### config.mk
export PLATFORM = sky130hd
export DESIGN_NAME = mcpu_prog_loader_flat
export DESIGN_NICKNAME = d
export VERILOG_FILES = /design/src/rtl/mcpu_pkg.sv /design/src/rtl/mcpu_prog_loader_if.sv /design/src/rtl/mcpu_prog_loader.sv /design/src/flat_wrapper.sv
export SDC_FILE = /design/constraint.sdc
export NUM_CORES = 1
export LEC_CHECK = 0
export ABC_CLOCK_PERIOD_IN_PS = 2400
export BUFFER_PORTS_ARGS = -buffer_cell sky130_fd_sc_hd__buf_2
export CORE_UTILIZATION = 40
export CTS_CLUSTER_DIAMETER = 120
export DETAILED_ROUTE_END_ITERATION = 10
export SLEW_MARGIN = 20
export SYNTH_ARGS = -nofsm -noshare
export SYNTH_HDL_FRONTEND = slang
export SYNTH_SLANG_ARGS = --single-unit
export TNS_END_PERCENT = 30
### constraint.sdc
create_clock -name clk -period 2.4 [get_ports clk]
set_clock_uncertainty 0.1 [all_clocks]
set_input_delay 0.36 -clock clk [delete_from_list [all_inputs] [get_ports clk]]
set_output_delay 0.36 -clock clk [all_outputs]
set_load 0.05 [all_outputs]
### src/rtl/mcpu_pkg.sv
// Constants and loader state encoding shared by MCPU, the program loader and their benches.
package mcpu_pkg;

  localparam int WORD_SIZE  = 16;
  localparam int BYTE_WIDTH = 8;
  localparam int ADDR_WIDTH = 8;

  // A count byte of zero means "fill the whole RAM".
  localparam int FULL_COUNT = 2 ** ADDR_WIDTH;

  typedef enum logic [2:0] {
    S_IDLE,
    S_COUNT,
    S_HI,
    S_LO,
    S_CHECK,
    S_DONE,
    S_ERROR
  } loader_state_t;

endpackage

### src/rtl/mcpu_prog_loader_if.sv
// Byte-stream input and RAM write port of the program loader.
// Stream handshake: a byte transfers on a rising clk edge where in_valid && in_ready;
// in_data is ignored otherwise and the source may drop in_valid between any two bytes.
interface mcpu_prog_loader_if #(
  parameter int BYTE_WIDTH = 8,
  parameter int WORD_SIZE  = 16,
  parameter int ADDR_WIDTH = 8
);
  logic [BYTE_WIDTH-1:0] in_data;
  logic                  in_valid;
  logic                  in_ready;
  logic                  mem_we;
  logic [ADDR_WIDTH-1:0] mem_addr;
  logic [WORD_SIZE-1:0]  mem_wdata;

  modport master (
    output in_data, in_valid,
    input  in_ready, mem_we, mem_addr, mem_wdata
  );

  modport slave (
    input  in_data, in_valid,
    output in_ready, mem_we, mem_addr, mem_wdata
  );
endinterface

### src/rtl/mcpu_prog_loader.sv
// Boot loader: receives count, words (MSB byte first) and an XOR checksum, writes MCPU RAM
// from address 0 and releases cpu_reset only after a load whose checksum matches.
module mcpu_prog_loader #(
  parameter int WORD_SIZE  = mcpu_pkg::WORD_SIZE,
  parameter int BYTE_WIDTH = mcpu_pkg::BYTE_WIDTH,
  parameter int ADDR_WIDTH = mcpu_pkg::ADDR_WIDTH
) (
  input  logic                   clk,
  input  logic                   reset,
  input  logic                   start,
  mcpu_prog_loader_if.slave      bus,
  output logic                   cpu_reset,
  output logic                   busy,
  output logic                   done,
  output logic                   err,
  output mcpu_pkg::loader_state_t state_dbg
);
  import mcpu_pkg::*;

  loader_state_t         state;
  logic [ADDR_WIDTH:0]   n_words;
  logic [ADDR_WIDTH:0]   wcnt;
  logic [ADDR_WIDTH:0]   wcnt_next;
  logic [ADDR_WIDTH:0]   count_words;
  logic [BYTE_WIDTH-1:0] hi_byte;
  logic [BYTE_WIDTH-1:0] csum;
  logic                  take;

  assign take      = bus.in_valid && bus.in_ready;
  assign wcnt_next = wcnt + 1'b1;
  assign state_dbg = state;

  // One extra counter bit lets 2**ADDR_WIDTH words be counted without wrapping.
  always_comb begin
    count_words = (ADDR_WIDTH+1)'(bus.in_data);
    if (bus.in_data == '0) count_words = {1'b1, {ADDR_WIDTH{1'b0}}};
  end

  always_ff @(posedge clk or negedge reset) begin
    if (!reset) begin
      state         <= S_IDLE;
      bus.in_ready  <= 1'b0;
      bus.mem_we    <= 1'b0;
      bus.mem_addr  <= '0;
      bus.mem_wdata <= '0;
      cpu_reset     <= 1'b1;
      busy          <= 1'b0;
      done          <= 1'b0;
      err           <= 1'b0;
      n_words       <= '0;
      wcnt          <= '0;
      hi_byte       <= '0;
      csum          <= '0;
    end else begin
      bus.mem_we <= 1'b0;
      case (state)
        S_IDLE, S_DONE, S_ERROR: begin
          if (start) begin
            state        <= S_COUNT;
            bus.in_ready <= 1'b1;
            busy         <= 1'b1;
            cpu_reset    <= 1'b1;
            done         <= 1'b0;
            err          <= 1'b0;
            bus.mem_addr <= '0;
            csum         <= '0;
            wcnt         <= '0;
          end
        end
        S_COUNT: begin
          if (take) begin
            n_words <= count_words;
            csum    <= csum ^ bus.in_data;
            state   <= S_HI;
          end
        end
        S_HI: begin
          if (take) begin
            hi_byte <= bus.in_data;
            csum    <= csum ^ bus.in_data;
            state   <= S_LO;
          end
        end
        S_LO: begin
          if (take) begin
            bus.mem_we    <= 1'b1;
            bus.mem_addr  <= wcnt[ADDR_WIDTH-1:0];
            bus.mem_wdata <= WORD_SIZE'({hi_byte, bus.in_data});
            wcnt          <= wcnt_next;
            csum          <= csum ^ bus.in_data;
            state         <= (wcnt_next == n_words) ? S_CHECK : S_HI;
          end
        end
        S_CHECK: begin
          if (take) begin
            bus.in_ready <= 1'b0;
            busy         <= 1'b0;
            if (bus.in_data == csum) begin
              state     <= S_DONE;
              done      <= 1'b1;
              cpu_reset <= 1'b0;
            end else begin
              state <= S_ERROR;
              err   <= 1'b1;
            end
          end
        end
        default: begin
          state        <= S_IDLE;
          bus.in_ready <= 1'b0;
          busy         <= 1'b0;
        end
      endcase
    end
  end

endmodule

### src/flat_wrapper.sv
// flat-port wrapper written by rule: the top's interface ports become plain ports
module mcpu_prog_loader_flat import mcpu_pkg::*;
#(
  parameter int WORD_SIZE  = mcpu_pkg::WORD_SIZE,
  parameter int BYTE_WIDTH = mcpu_pkg::BYTE_WIDTH,
  parameter int ADDR_WIDTH = mcpu_pkg::ADDR_WIDTH
)
  (clk, reset, start, cpu_reset, busy, done, err, state_dbg, bus_in_data, bus_in_valid, bus_in_ready, bus_mem_we, bus_mem_addr, bus_mem_wdata);
  mcpu_prog_loader_if #(.BYTE_WIDTH(BYTE_WIDTH), .WORD_SIZE(WORD_SIZE), .ADDR_WIDTH(ADDR_WIDTH)) bus_i ();
  input  logic clk;
  input  logic reset;
  input  logic start;
  output logic cpu_reset;
  output logic busy;
  output logic done;
  output logic err;
  output mcpu_pkg::loader_state_t state_dbg;
  input wire logic [$bits(bus_i.in_data)-1:0] bus_in_data;
  input wire logic [$bits(bus_i.in_valid)-1:0] bus_in_valid;
  output wire logic [$bits(bus_i.in_ready)-1:0] bus_in_ready;
  output wire logic [$bits(bus_i.mem_we)-1:0] bus_mem_we;
  output wire logic [$bits(bus_i.mem_addr)-1:0] bus_mem_addr;
  output wire logic [$bits(bus_i.mem_wdata)-1:0] bus_mem_wdata;
  assign bus_i.in_data = bus_in_data;
  assign bus_i.in_valid = bus_in_valid;
  assign bus_in_ready = bus_i.in_ready;
  assign bus_mem_we = bus_i.mem_we;
  assign bus_mem_addr = bus_i.mem_addr;
  assign bus_mem_wdata = bus_i.mem_wdata;
  mcpu_prog_loader #(.WORD_SIZE(WORD_SIZE), .BYTE_WIDTH(BYTE_WIDTH), .ADDR_WIDTH(ADDR_WIDTH)) u_core (.clk(clk), .reset(reset), .start(start), .bus(bus_i), .cpu_reset(cpu_reset), .busy(busy), .done(done), .err(err), .state_dbg(state_dbg));
endmodule
==> results.cfg <==
[synthesis]
syn-num-nets = 372
synthTopCellsByArea = dfrtp_1, nand2_1, mux2_2
ys_ff_latch = 66
synth-edff-count = 0
synth_sequential_area_ratio_pct = 49.2
synth_top_cell_area_share_pct = 48.4
synthDominantAreaCellType = dfrtp_1
mappedNetlistArea_um2 = 3360
netlist-cell-type-count = 54
synth_cells = 359
synth-warning-count = 0
synthArstFlopShare_pct = 100
post_synth.cell_area_avg_um2 = 9.36
synthFlopType = dfrtp_1

[pwr]
power_frac_comb_pct = 2.9
clock_power_share_pct = 46.0
p_leak_nw = 1.88
max-vdd-ir-drop_mv = 0.387
power.share.sequential_pct = 51.0
power_report.internal_total_mw = 1.65
power.density_nw_per_um2 = 560
switching_share_pct = 24.2
power.switching_uw = 527

[critical_path]
worstPathRequired_ns = 2.54
timing.critical_path.arrival_ns = 2.32
crit_path_end_kind = flip-flop
crit_path_start_kind = flip-flop
reg2reg_slack_ns = 0.21
crit_type = reg2reg
worstPathMaxFanout = 7

[sta]
worst_slew_pin_tran_ns = 0.633
timing.slew.headroom_pct = 57.8
timing.final.max_slew_violations = 0
finalCritPeriodShare_pct = 91.1
post-route-min-period_ns = 2.19
rsz0062_at_grt = false
post-route-worst-setup-slack_ns = 0.213
finalSetupViolCount = 0
fmax_mhz = 457
fin_tns_setup_ns = 0
hold_viol_final = 0

[grt]
first_global_vias = 2670
grt_remaining_overflow = 0
grt_util_met2_pct = 30.5
grt_use_met3_pct = 5.91
grt_start_max_net_pins = 47
global_route.usage.total_pct = 19.9
antenna_found_initial = 0
grt_busiest_layer = met2
grt.met1_usage_pct = 27.0
first_pass_grt_wire_length_um = 13300

[layout]
drive_above_1_share_pct = 22.7
num_antenna_cells = 0
final_area_um2 = 3890
layout.cells.most_common_list = nand2_1, dfrtp_1, buf_2, o21ai_0
regArea_um2 = 1650
mostFrequentLayoutCell = nand2_1
n_fill_cell = 799
synthToLayoutAreaGrowth_pct = 15.7
multi_input_area_um2 = 1550
finalNonFillerCells = 514
num-nets-final = 417

[clock_tree]
cts_root_buffer = clkbuf_8
cts.repair.resized = 0
clk_pin_slew_ns = 0.08
post-cts-setup-buffer-count = 0
htree_num_levels = 3
cts_sinks = 66
cts_inserted_buffers = 9
clock_tree.buffer_depth = 2
insertion_delay_ns = 0.35
cts_tree = done

[die]
fp.dieArea_um2 = 8770
start_util_pct = 41.1
core_um2 = 8180
die_h_um = 93.7
die_w_um = 93.7
num_rows = 33
design.portCount = 45

[place]
io_buffers = 44
numPlacedInstances = 497
detailedPlace.worstSlack_ns = 0.242
place.detailed.hpwl_um = 5210
place.gp.congestion = 0.816
dpl_cell_area_um2 = 3670

[detailed_routing]
drt.antenna.violating_nets = 0
routed-via-count = 2692
routedWlPerCell_um = 14.9
first_iter_violations = 96
drt_wl_total_um = 7640
detailedRoute.firstPassIterationCount = 4
remaining_drc_errors = 0
route.detailed.vias_per_inst = 5.24

[flow_run]
timing.max_cap.violations = 0

[min_path]
worstHoldPathType = in2reg

[run_status]
status = finished clean
==> power groups by stage <==
stage / combinational [mW] / clock (mW) / sequential (mW)
2_1_floorplan: 0.0102 / 0 / 1.13
3_3_place_gp: 0.0647 / 0 / 1.13
3_5_place_dp: 0.0657 / 0 / 1.13
4_1_cts: 0.0668 / 1.03 / 1.11
5_1_grt: 0.0736 / 1.08 / 1.11
6_report: 0.0636 / 1.00 / 1.11
==> per-stage QoR <==
step                hold WS (ns)  power (mW)  util, %
finish                     0.194        2.18     47.6
global route               0.195        2.26     47.6
CTS                        0.183        2.21     47.6
detailed placement         0.260        1.20     44.9
global placement           0.261        1.20     44.9
floorplan                -0.0356        1.14        -
==> Yosys cell counts, types with 2 or more instances <==
library cell / count
nand2_1: 93
dfrtp_1: 65
o21ai_0: 32
mux2_2: 15
nand3_1: 15
nor2_1: 12
nand2b_1: 11
clkbuf_1: 10
xnor2_1: 10
a21oi_1: 9
a22o_1: 9
inv_1: 9
o31ai_1: 5
buf_6: 4
nand4_1: 4
a31oi_1: 3
buf_2: 3
o211ai_1: 3
o21ai_1: 3
xor2_1: 3
and3_1: 2
mux2i_1: 2
nand3b_1: 2
nor2_2: 2
nor2b_1: 2
nor4_1: 2
or3_1: 2
==> kinds of logic (layout without fill, tap and decap cells) <==
group / count (synthesis) / in the layout / synth area share [%]
xor gates and xnor gates: 14 / 14 / 4.10
and+or+nand+nor: 156 / 156 / 21.4
AOI/OAI and AO/OA: 75 / 75 / 14.5
DFF: 66 / 66 / 49.2
adders and majority gates: 1 / 1 / 0.372
muxes: 17 / 17 / 5.62
buffers and inverters: 30 / 80 / 4.80
==> area by class of cell <==
type | count | share of cell area (%)
sequential | 66 | 42.5
multi-input combinational | 263 | 39.8
timing repair buffer | 54 | 7.98
clock buffer | 10 | 3.54
tap | 105 | 3.38
clock inverter | 6 | 1.87
inverter | 10 | 0.965
==> state kept, by name, summed over array words and instances (netlist names) <==
signal                count
u_core.bus.in_ready       1
u_core.bus.mem_addr       8
u_core.bus.mem_wdata     16
u_core.bus.mem_we         1
u_core.cpu_reset          1
u_core.csum               8
u_core.done               1
u_core.err                1
u_core.hi_byte            8
u_core.n_words            9
u_core.state_dbg          3
u_core.wcnt               9
==> metal layers <==
layer  vias to the layer above  wire length (um)
met1                      1283              3650
met2                        83              3430
met4                         0               106
met3                         9               453
met5                         -                 0
li1                       1317                 -
==> critical path, stage by stage (launching register included) <==
cell,delay [ns]
dfrtp_1,0.48
ha_1,0.22
xor3_1,0.41
or3_1,0.33
a21oi_2,0.17
o311ai_1,0.10
o31ai_1,0.21
nand2_1,0.07
==> what timing repair did <==
item	CTS	global route
hold buffers	1	0
endpoints found under the setup margin	0	0
hold endpoints to repair	19	0
==> worst paths after layout <==
path                                                from                                    to  cells past startpoint
setup / recovery              u_core.wcnt[0]$_DFFE_PN0P_       u_core.state_dbg[1]$_DFFE_PN0P_                      7
hold / removal                            bus_in_data[7]   u_core.bus.mem_wdata[7]$_DFFE_PN0P_                      3
setup reg to reg              u_core.wcnt[0]$_DFFE_PN0P_       u_core.state_dbg[1]$_DFFE_PN0P_                      7
hold reg to reg            u_core.hi_byte[6]$_DFFE_PN0P_  u_core.bus.mem_wdata[14]$_DFFE_PN0P_                      2
max in group asynchronous                          reset         u_core.n_words[5]$_DFFE_PN0P_                      3
min in group asynchronous                          reset                u_core.err$_DFFE_PN0P_                      2
No activity file was read; power rests on OpenSTA's default activity.
